<file path="config.mk">
export PLATFORM = sky130hd
export DESIGN_NAME = mem_op_sequencer_flat
export DESIGN_NICKNAME = d
export VERILOG_FILES = /design/src/rtl/mem_op_sequencer_if.sv /design/src/rtl/mem_op_sequencer.sv /design/src/flat_wrapper.sv
export SDC_FILE = /design/constraint.sdc
export NUM_CORES = 1
export LEC_CHECK = 0
export CAP_MARGIN = 0
export CORE_MARGIN = 5
export CORE_UTILIZATION = 45
export CTS_BUF_LIST = sky130_fd_sc_hd__clkbuf_2
export CTS_CLUSTER_SIZE = 10
export DETAILED_ROUTE_END_ITERATION = 8
export GPL_TIMING_DRIVEN = 1
export PLACE_DENSITY = 0.92
export SLEW_MARGIN = 20
export SYNTH_ARGS = -nofsm -noshare
export SYNTH_HDL_FRONTEND = slang
export SYNTH_SLANG_ARGS = --single-unit
</file>
<file path="constraint.sdc">
create_clock -name clk -period 3.3 [get_ports clk]
set_clock_uncertainty 0.2 [all_clocks]
set_input_delay 0.495 -clock clk [delete_from_list [all_inputs] [get_ports clk]]
set_output_delay 0.495 -clock clk [all_outputs]
set_load 0.05 [all_outputs]
</file>
<file path="src/rtl/mem_op_sequencer_if.sv">
// Command, response, memory and operator signals of the memory/operator sequencer.
// slave = sequencer side, master = command issuer plus memory/operator environment.
interface mem_op_sequencer_if;
   logic        cmd_valid;
   logic        cmd_ready;
   logic [2:0]  cmd_a_addr;
   logic [2:0]  cmd_b_addr;
   logic [2:0]  cmd_c_addr;
   logic        cmd_or_mode;
   logic        rsp_valid;
   logic        rsp_ready;
   logic [31:0] rsp_data;
   logic [2:0]  mem_addr;
   logic [31:0] mem_wdata;
   logic        mem_we;
   logic [31:0] mem_rdata;
   logic [31:0] op_a;
   logic [31:0] op_b;
   logic        op_mode;
   logic [31:0] op_c;

   modport slave (
      input  cmd_valid, cmd_a_addr, cmd_b_addr, cmd_c_addr, cmd_or_mode,
      input  rsp_ready, mem_rdata, op_c,
      output cmd_ready, rsp_valid, rsp_data,
      output mem_addr, mem_wdata, mem_we, op_a, op_b, op_mode
   );

   modport master (
      output cmd_valid, cmd_a_addr, cmd_b_addr, cmd_c_addr, cmd_or_mode,
      output rsp_ready, mem_rdata, op_c,
      input  cmd_ready, rsp_valid, rsp_data,
      input  mem_addr, mem_wdata, mem_we, op_a, op_b, op_mode
   );
endinterface

</file>
<file path="src/rtl/mem_op_sequencer.sv">
// Single-command sequencer: reads two operands from the 8x32 memory, runs the
// registered AND/OR unit, writes the result back and returns it on the response channel.
//
// state | meaning
// IDLE  | cmd_ready=1, waiting for a command
// RD_A  | mem_addr=a address, operand A captured at edge
// RD_B  | mem_addr=b address, operand B captured at edge
// EXEC  | operands stable, operator registers op_c at edge
// WB    | op_c written to c address, latched into rsp_data
// RSP   | rsp_valid=1 until rsp_ready
module mem_op_sequencer (
   input  logic                 clk,
   input  logic                 rst,
   mem_op_sequencer_if.slave    bus,
   output logic                 busy,
   output logic [7:0]           done_count
);
   localparam logic [2:0] ST_IDLE = 3'd0;
   localparam logic [2:0] ST_RD_A = 3'd1;
   localparam logic [2:0] ST_RD_B = 3'd2;
   localparam logic [2:0] ST_EXEC = 3'd3;
   localparam logic [2:0] ST_WB   = 3'd4;
   localparam logic [2:0] ST_RSP  = 3'd5;

   logic [2:0]  state;
   logic [2:0]  state_nxt;
   logic [2:0]  a_addr_q;
   logic [2:0]  b_addr_q;
   logic [2:0]  c_addr_q;
   logic        mode_q;
   logic [31:0] a_q;
   logic [31:0] b_q;
   logic [31:0] rsp_data_q;

   always_comb begin
      state_nxt = state;
      case (state)
         ST_IDLE: if (bus.cmd_valid) state_nxt = ST_RD_A;
         ST_RD_A: state_nxt = ST_RD_B;
         ST_RD_B: state_nxt = ST_EXEC;
         ST_EXEC: state_nxt = ST_WB;
         ST_WB:   state_nxt = ST_RSP;
         ST_RSP:  if (bus.rsp_ready) state_nxt = ST_IDLE;
         default: state_nxt = ST_IDLE;
      endcase
   end

   always_ff @(posedge clk or negedge rst) begin
      if (!rst) begin
         state      <= ST_IDLE;
         a_addr_q   <= 3'd0;
         b_addr_q   <= 3'd0;
         c_addr_q   <= 3'd0;
         mode_q     <= 1'b0;
         a_q        <= 32'd0;
         b_q        <= 32'd0;
         rsp_data_q <= 32'd0;
         done_count <= 8'd0;
      end else begin
         state <= state_nxt;
         case (state)
            ST_IDLE: begin
               if (bus.cmd_valid) begin
                  a_addr_q <= bus.cmd_a_addr;
                  b_addr_q <= bus.cmd_b_addr;
                  c_addr_q <= bus.cmd_c_addr;
                  mode_q   <= bus.cmd_or_mode;
               end
            end
            ST_RD_A: a_q <= bus.mem_rdata;
            ST_RD_B: b_q <= bus.mem_rdata;
            ST_WB:   rsp_data_q <= bus.op_c;
            ST_RSP:  if (bus.rsp_ready) done_count <= done_count + 8'd1;
            default: ;
         endcase
      end
   end

   // Address defaults to operand A outside the read/write states.
   always_comb begin
      bus.mem_addr = a_addr_q;
      case (state)
         ST_RD_B: bus.mem_addr = b_addr_q;
         ST_WB:   bus.mem_addr = c_addr_q;
         default: bus.mem_addr = a_addr_q;
      endcase
   end

   assign bus.cmd_ready = (state == ST_IDLE);
   assign bus.rsp_valid = (state == ST_RSP);
   assign bus.rsp_data  = rsp_data_q;
   assign bus.mem_wdata = bus.op_c;
   assign bus.mem_we    = (state == ST_WB);
   assign bus.op_a      = a_q;
   assign bus.op_b      = b_q;
   assign bus.op_mode   = mode_q;
   assign busy          = (state != ST_IDLE);
endmodule

</file>
<file path="src/flat_wrapper.sv">
// flat-port wrapper written by rule: the top's interface ports become plain ports
module mem_op_sequencer_flat 
  (clk, rst, busy, done_count, bus_cmd_valid, bus_cmd_a_addr, bus_cmd_b_addr, bus_cmd_c_addr, bus_cmd_or_mode, bus_rsp_ready, bus_mem_rdata, bus_op_c, bus_cmd_ready, bus_rsp_valid, bus_rsp_data, bus_mem_addr, bus_mem_wdata, bus_mem_we, bus_op_a, bus_op_b, bus_op_mode);
  mem_op_sequencer_if bus_i ();
  input  logic clk;
  input  logic rst;
  output logic busy;
  output logic [7:0] done_count;
  input wire logic [$bits(bus_i.cmd_valid)-1:0] bus_cmd_valid;
  input wire logic [$bits(bus_i.cmd_a_addr)-1:0] bus_cmd_a_addr;
  input wire logic [$bits(bus_i.cmd_b_addr)-1:0] bus_cmd_b_addr;
  input wire logic [$bits(bus_i.cmd_c_addr)-1:0] bus_cmd_c_addr;
  input wire logic [$bits(bus_i.cmd_or_mode)-1:0] bus_cmd_or_mode;
  input wire logic [$bits(bus_i.rsp_ready)-1:0] bus_rsp_ready;
  input wire logic [$bits(bus_i.mem_rdata)-1:0] bus_mem_rdata;
  input wire logic [$bits(bus_i.op_c)-1:0] bus_op_c;
  output wire logic [$bits(bus_i.cmd_ready)-1:0] bus_cmd_ready;
  output wire logic [$bits(bus_i.rsp_valid)-1:0] bus_rsp_valid;
  output wire logic [$bits(bus_i.rsp_data)-1:0] bus_rsp_data;
  output wire logic [$bits(bus_i.mem_addr)-1:0] bus_mem_addr;
  output wire logic [$bits(bus_i.mem_wdata)-1:0] bus_mem_wdata;
  output wire logic [$bits(bus_i.mem_we)-1:0] bus_mem_we;
  output wire logic [$bits(bus_i.op_a)-1:0] bus_op_a;
  output wire logic [$bits(bus_i.op_b)-1:0] bus_op_b;
  output wire logic [$bits(bus_i.op_mode)-1:0] bus_op_mode;
  assign bus_i.cmd_valid = bus_cmd_valid;
  assign bus_i.cmd_a_addr = bus_cmd_a_addr;
  assign bus_i.cmd_b_addr = bus_cmd_b_addr;
  assign bus_i.cmd_c_addr = bus_cmd_c_addr;
  assign bus_i.cmd_or_mode = bus_cmd_or_mode;
  assign bus_i.rsp_ready = bus_rsp_ready;
  assign bus_i.mem_rdata = bus_mem_rdata;
  assign bus_i.op_c = bus_op_c;
  assign bus_cmd_ready = bus_i.cmd_ready;
  assign bus_rsp_valid = bus_i.rsp_valid;
  assign bus_rsp_data = bus_i.rsp_data;
  assign bus_mem_addr = bus_i.mem_addr;
  assign bus_mem_wdata = bus_i.mem_wdata;
  assign bus_mem_we = bus_i.mem_we;
  assign bus_op_a = bus_i.op_a;
  assign bus_op_b = bus_i.op_b;
  assign bus_op_mode = bus_i.op_mode;
  mem_op_sequencer u_core (.clk(clk), .rst(rst), .bus(bus_i), .busy(busy), .done_count(done_count));
endmodule
</file>
==> reports/results.txt <==
Global Route Usage Sum: 19.0%
post-detailed-route count of antenna-violating nets: 0
global-route wire length before repair: 19200 um
CP arrival: 2360 ps
routed vias/inst: 4.82
first-iteration detailed-routing DRC count: 67
Final min period: 3050 ps
main flop type after synthesis: dfrtp_1
Post-Route Hold Slack: 288 ps
WL/cell: 18.1 um
half-perimeter wire length of the detailed placement result: 9310 um
Bufs and invs on worst path: 1
number of core rows: 37
number of global-route vias before repair: 3599
highest fanout seen on the critical path: 11
highest cell delay on the worst timing path: 720 ps
fraction of final layout cells with drive strength greater than 1: 25.6%
number of instances in the synthesized netlist: 314
number of cells on the worst reg-to-reg path: 4
unique cell type count in the Yosys netlist: 30
DIE WIDTH: 114 um
largest net degree at the start of global routing: 65
cell at the root of the clock tree: clkbuf_2
Detail Route met3 WL: 912 um
Largest delay share family, worst path: buffers and inverters
leading area contributor after synthesis: dfrtp_1
Layout area overhead: 49.1%
setup repair after global routing missed its margin: false
Critical Path RT: 2600 ps
commonest non-fill, non-tap cell in the layout: clkdlybuf4s50_1
final antenna diode count: 0
endpoint kind of the worst setup timing path: output port
Std-Cell Core Area: 10400 um^2
final-report max-slew violation count: 0
Die Footprint: 12900 um^2
worst min path class: primary input to async pin
clock latency at the later pin of the worst-skew pair: 600 ps
1st-pass router iterations: 4
share of the clock period used by the worst path after layout: 92.5%
number of DRC violations after detailed routing: 0
reg2reg start: u_core.state[0]$_DFFE_PN0P_
number of endpoints failing setup at the final stage: 0
Post-synth EDFFs: 0
critical path cell sequence: or3_4, clkdlybuf4s50_1
routed length on met1: 4300 um
utilization of the core after routing: 69.1%
slowest stage cell on the critical path: clkdlybuf4s50_1
final number of hold-violating endpoints: 0
Worst Path Class, Setup: register to output port
initial standard-cell utilization of the core: 46.3%
die boundary height: 114 um
number of antenna violations at the first check in global routing: 0
post-synthesis sequential area ratio: 60.7%
Boundary Pins: 222
share of the synthesized area in the top cell type: 60.7%
Yosys warnings: 0
worst relative slew slack: 53.2%
highest clock rate: 328 MHz
Post-Synthesis Cell Area: 4830 um^2
RePlAce Congestion: 0.796
commonest cells after routing, fill and taps aside: clkdlybuf4s50_1 (214), dfrtp_1 (117), mux2_2 (84), mux2_1 (22), clkbuf_2 (20)
clock sink count: 117
net count after synthesis: 393
clock-pin slew on the worst setup and hold paths: 170 ps
fin nets: 594
Async SR Flop Fraction: 100%
total of max-cap violations: 0
final-layout setup total negative slack: 0 ps
actual slew at the worst max-slew pin: 701 ps
top layer in use: met4
Mean Syn Cell Area: 15.4 um^2
r2r setup slk: 1030 ps
metal2 WL: 6650 um
r2r endpoint: u_core.b_addr_q[2]$_DFFE_PN0P_
clock tree from TritonCTS: done
filler cell count: 753
Seq cells post-synth: 117
final WL: 12000 um
main area contributors after synthesis: dfrtp_1 (61%), mux2_2 (20%), buf_4 (6.4%)
number of buffers created by CTS: 17
Max Buffers Root-to-Sink: 2
CTS H-tree depth: 4
CP Launch Type: register
Vias: 3202
I/O Buffers: 221
status: finished clean
residual overflow from global routing: 0
how the worst max path moves through the flow:
stage                                            from              end  slack, ps  cells past startpoint
final                     u_core.state[0]$_DFFE_PN0P_             busy        250                      2
after global placement    u_core.state[0]$_DFFE_PN0P_    bus_cmd_ready        770                      3
after CTS                 u_core.state[0]$_DFFE_PN0P_    bus_cmd_ready          3                      3
after global routing      u_core.state[1]$_DFFE_PN0P_  bus_mem_addr[2]         40                      4
after floorplan           u_core.state[1]$_DFFE_PN0P_    bus_rsp_valid        880                      2
after detailed placement  u_core.state[0]$_DFFE_PN0P_    bus_cmd_ready        720                      3
final cells by class:
class,count,area (um^2),area share [%]
repair buffers,229,2290,31.8
multi-input cells,148,1540,21.5
clock buffers,20,100,1.39
well taps,136,170,2.36
clock inverters,12,155,2.16
inverters,2,7.51,0.104
flip-flops and latches,117,2930,40.7
sequential cells by signal, summed over array words and instances (netlist names):
| signal | flops |
|---|---|
| u_core.a_addr_q | 3 |
| u_core.bus.op_a | 32 |
| u_core.bus.op_b | 32 |
| u_core.state | 3 |
| u_core.b_addr_q | 3 |
| u_core.bus.rsp_data | 32 |
| u_core.done_count | 8 |
| u_core.c_addr_q | 3 |
| u_core.bus.op_mode | 1 |
through the flow:
step / cell area, um^2 / std cells / worst slack, ps
final: 7200 / 664 / 248
after global routing: 7200 / 664 / 42.1
after detailed placement: 6930 / 631 / 723
after global placement: 6930 / 631 / 766
after floorplan: 4830 / 314 / 882
after CTS: 7190 / 664 / 2.95
repair_timing:
action | CTS | global route
hold buffers | 1 | 0
resized for setup | 0 | 2
hold endpoints to repair | 53 | 0
setup buffers | 0 | 0
endpoints found under the setup margin | 0 | 2
cells by family (layout without fill, tap and decap cells):
logic type               Yosys count  in the layout  share of synthesized area (%)
AO/OA/AOI/OAI                      6              6                           1.14
XOR/XNOR                           8              8                           1.45
adder cells (fa/ha/maj)            1              1                          0.259
buffers and inverters             49            263                           7.62
flip-flops                       117            117                           60.7
multiplexers                     106            106                           24.7
AND/OR/NAND/NOR                   27             27                           4.15
metal layers:
| metal | GRT usage (%) | up-vias |
|---|---|---|
| li1 | - | 1477 |
| met1 | 20.7 | 1601 |
| met2 | 34.5 | 112 |
| met3 | 7.27 | 12 |
| met4 | 5.37 | 0 |
| met5 | 0 | - |
synth_stat cells, drive strengths merged (2+ instances only):
cell type,n
a221o,3
buf,47
dfrtp,117
inv,2
mux2,106
nand2,7
nand4,2
nor3,3
nor3b,7
xnor2,5
xor2,3
Power is left out: the tool's default activity adds up to more than one toggle a clock period on the data nets, which glitch-free logic cannot reach.
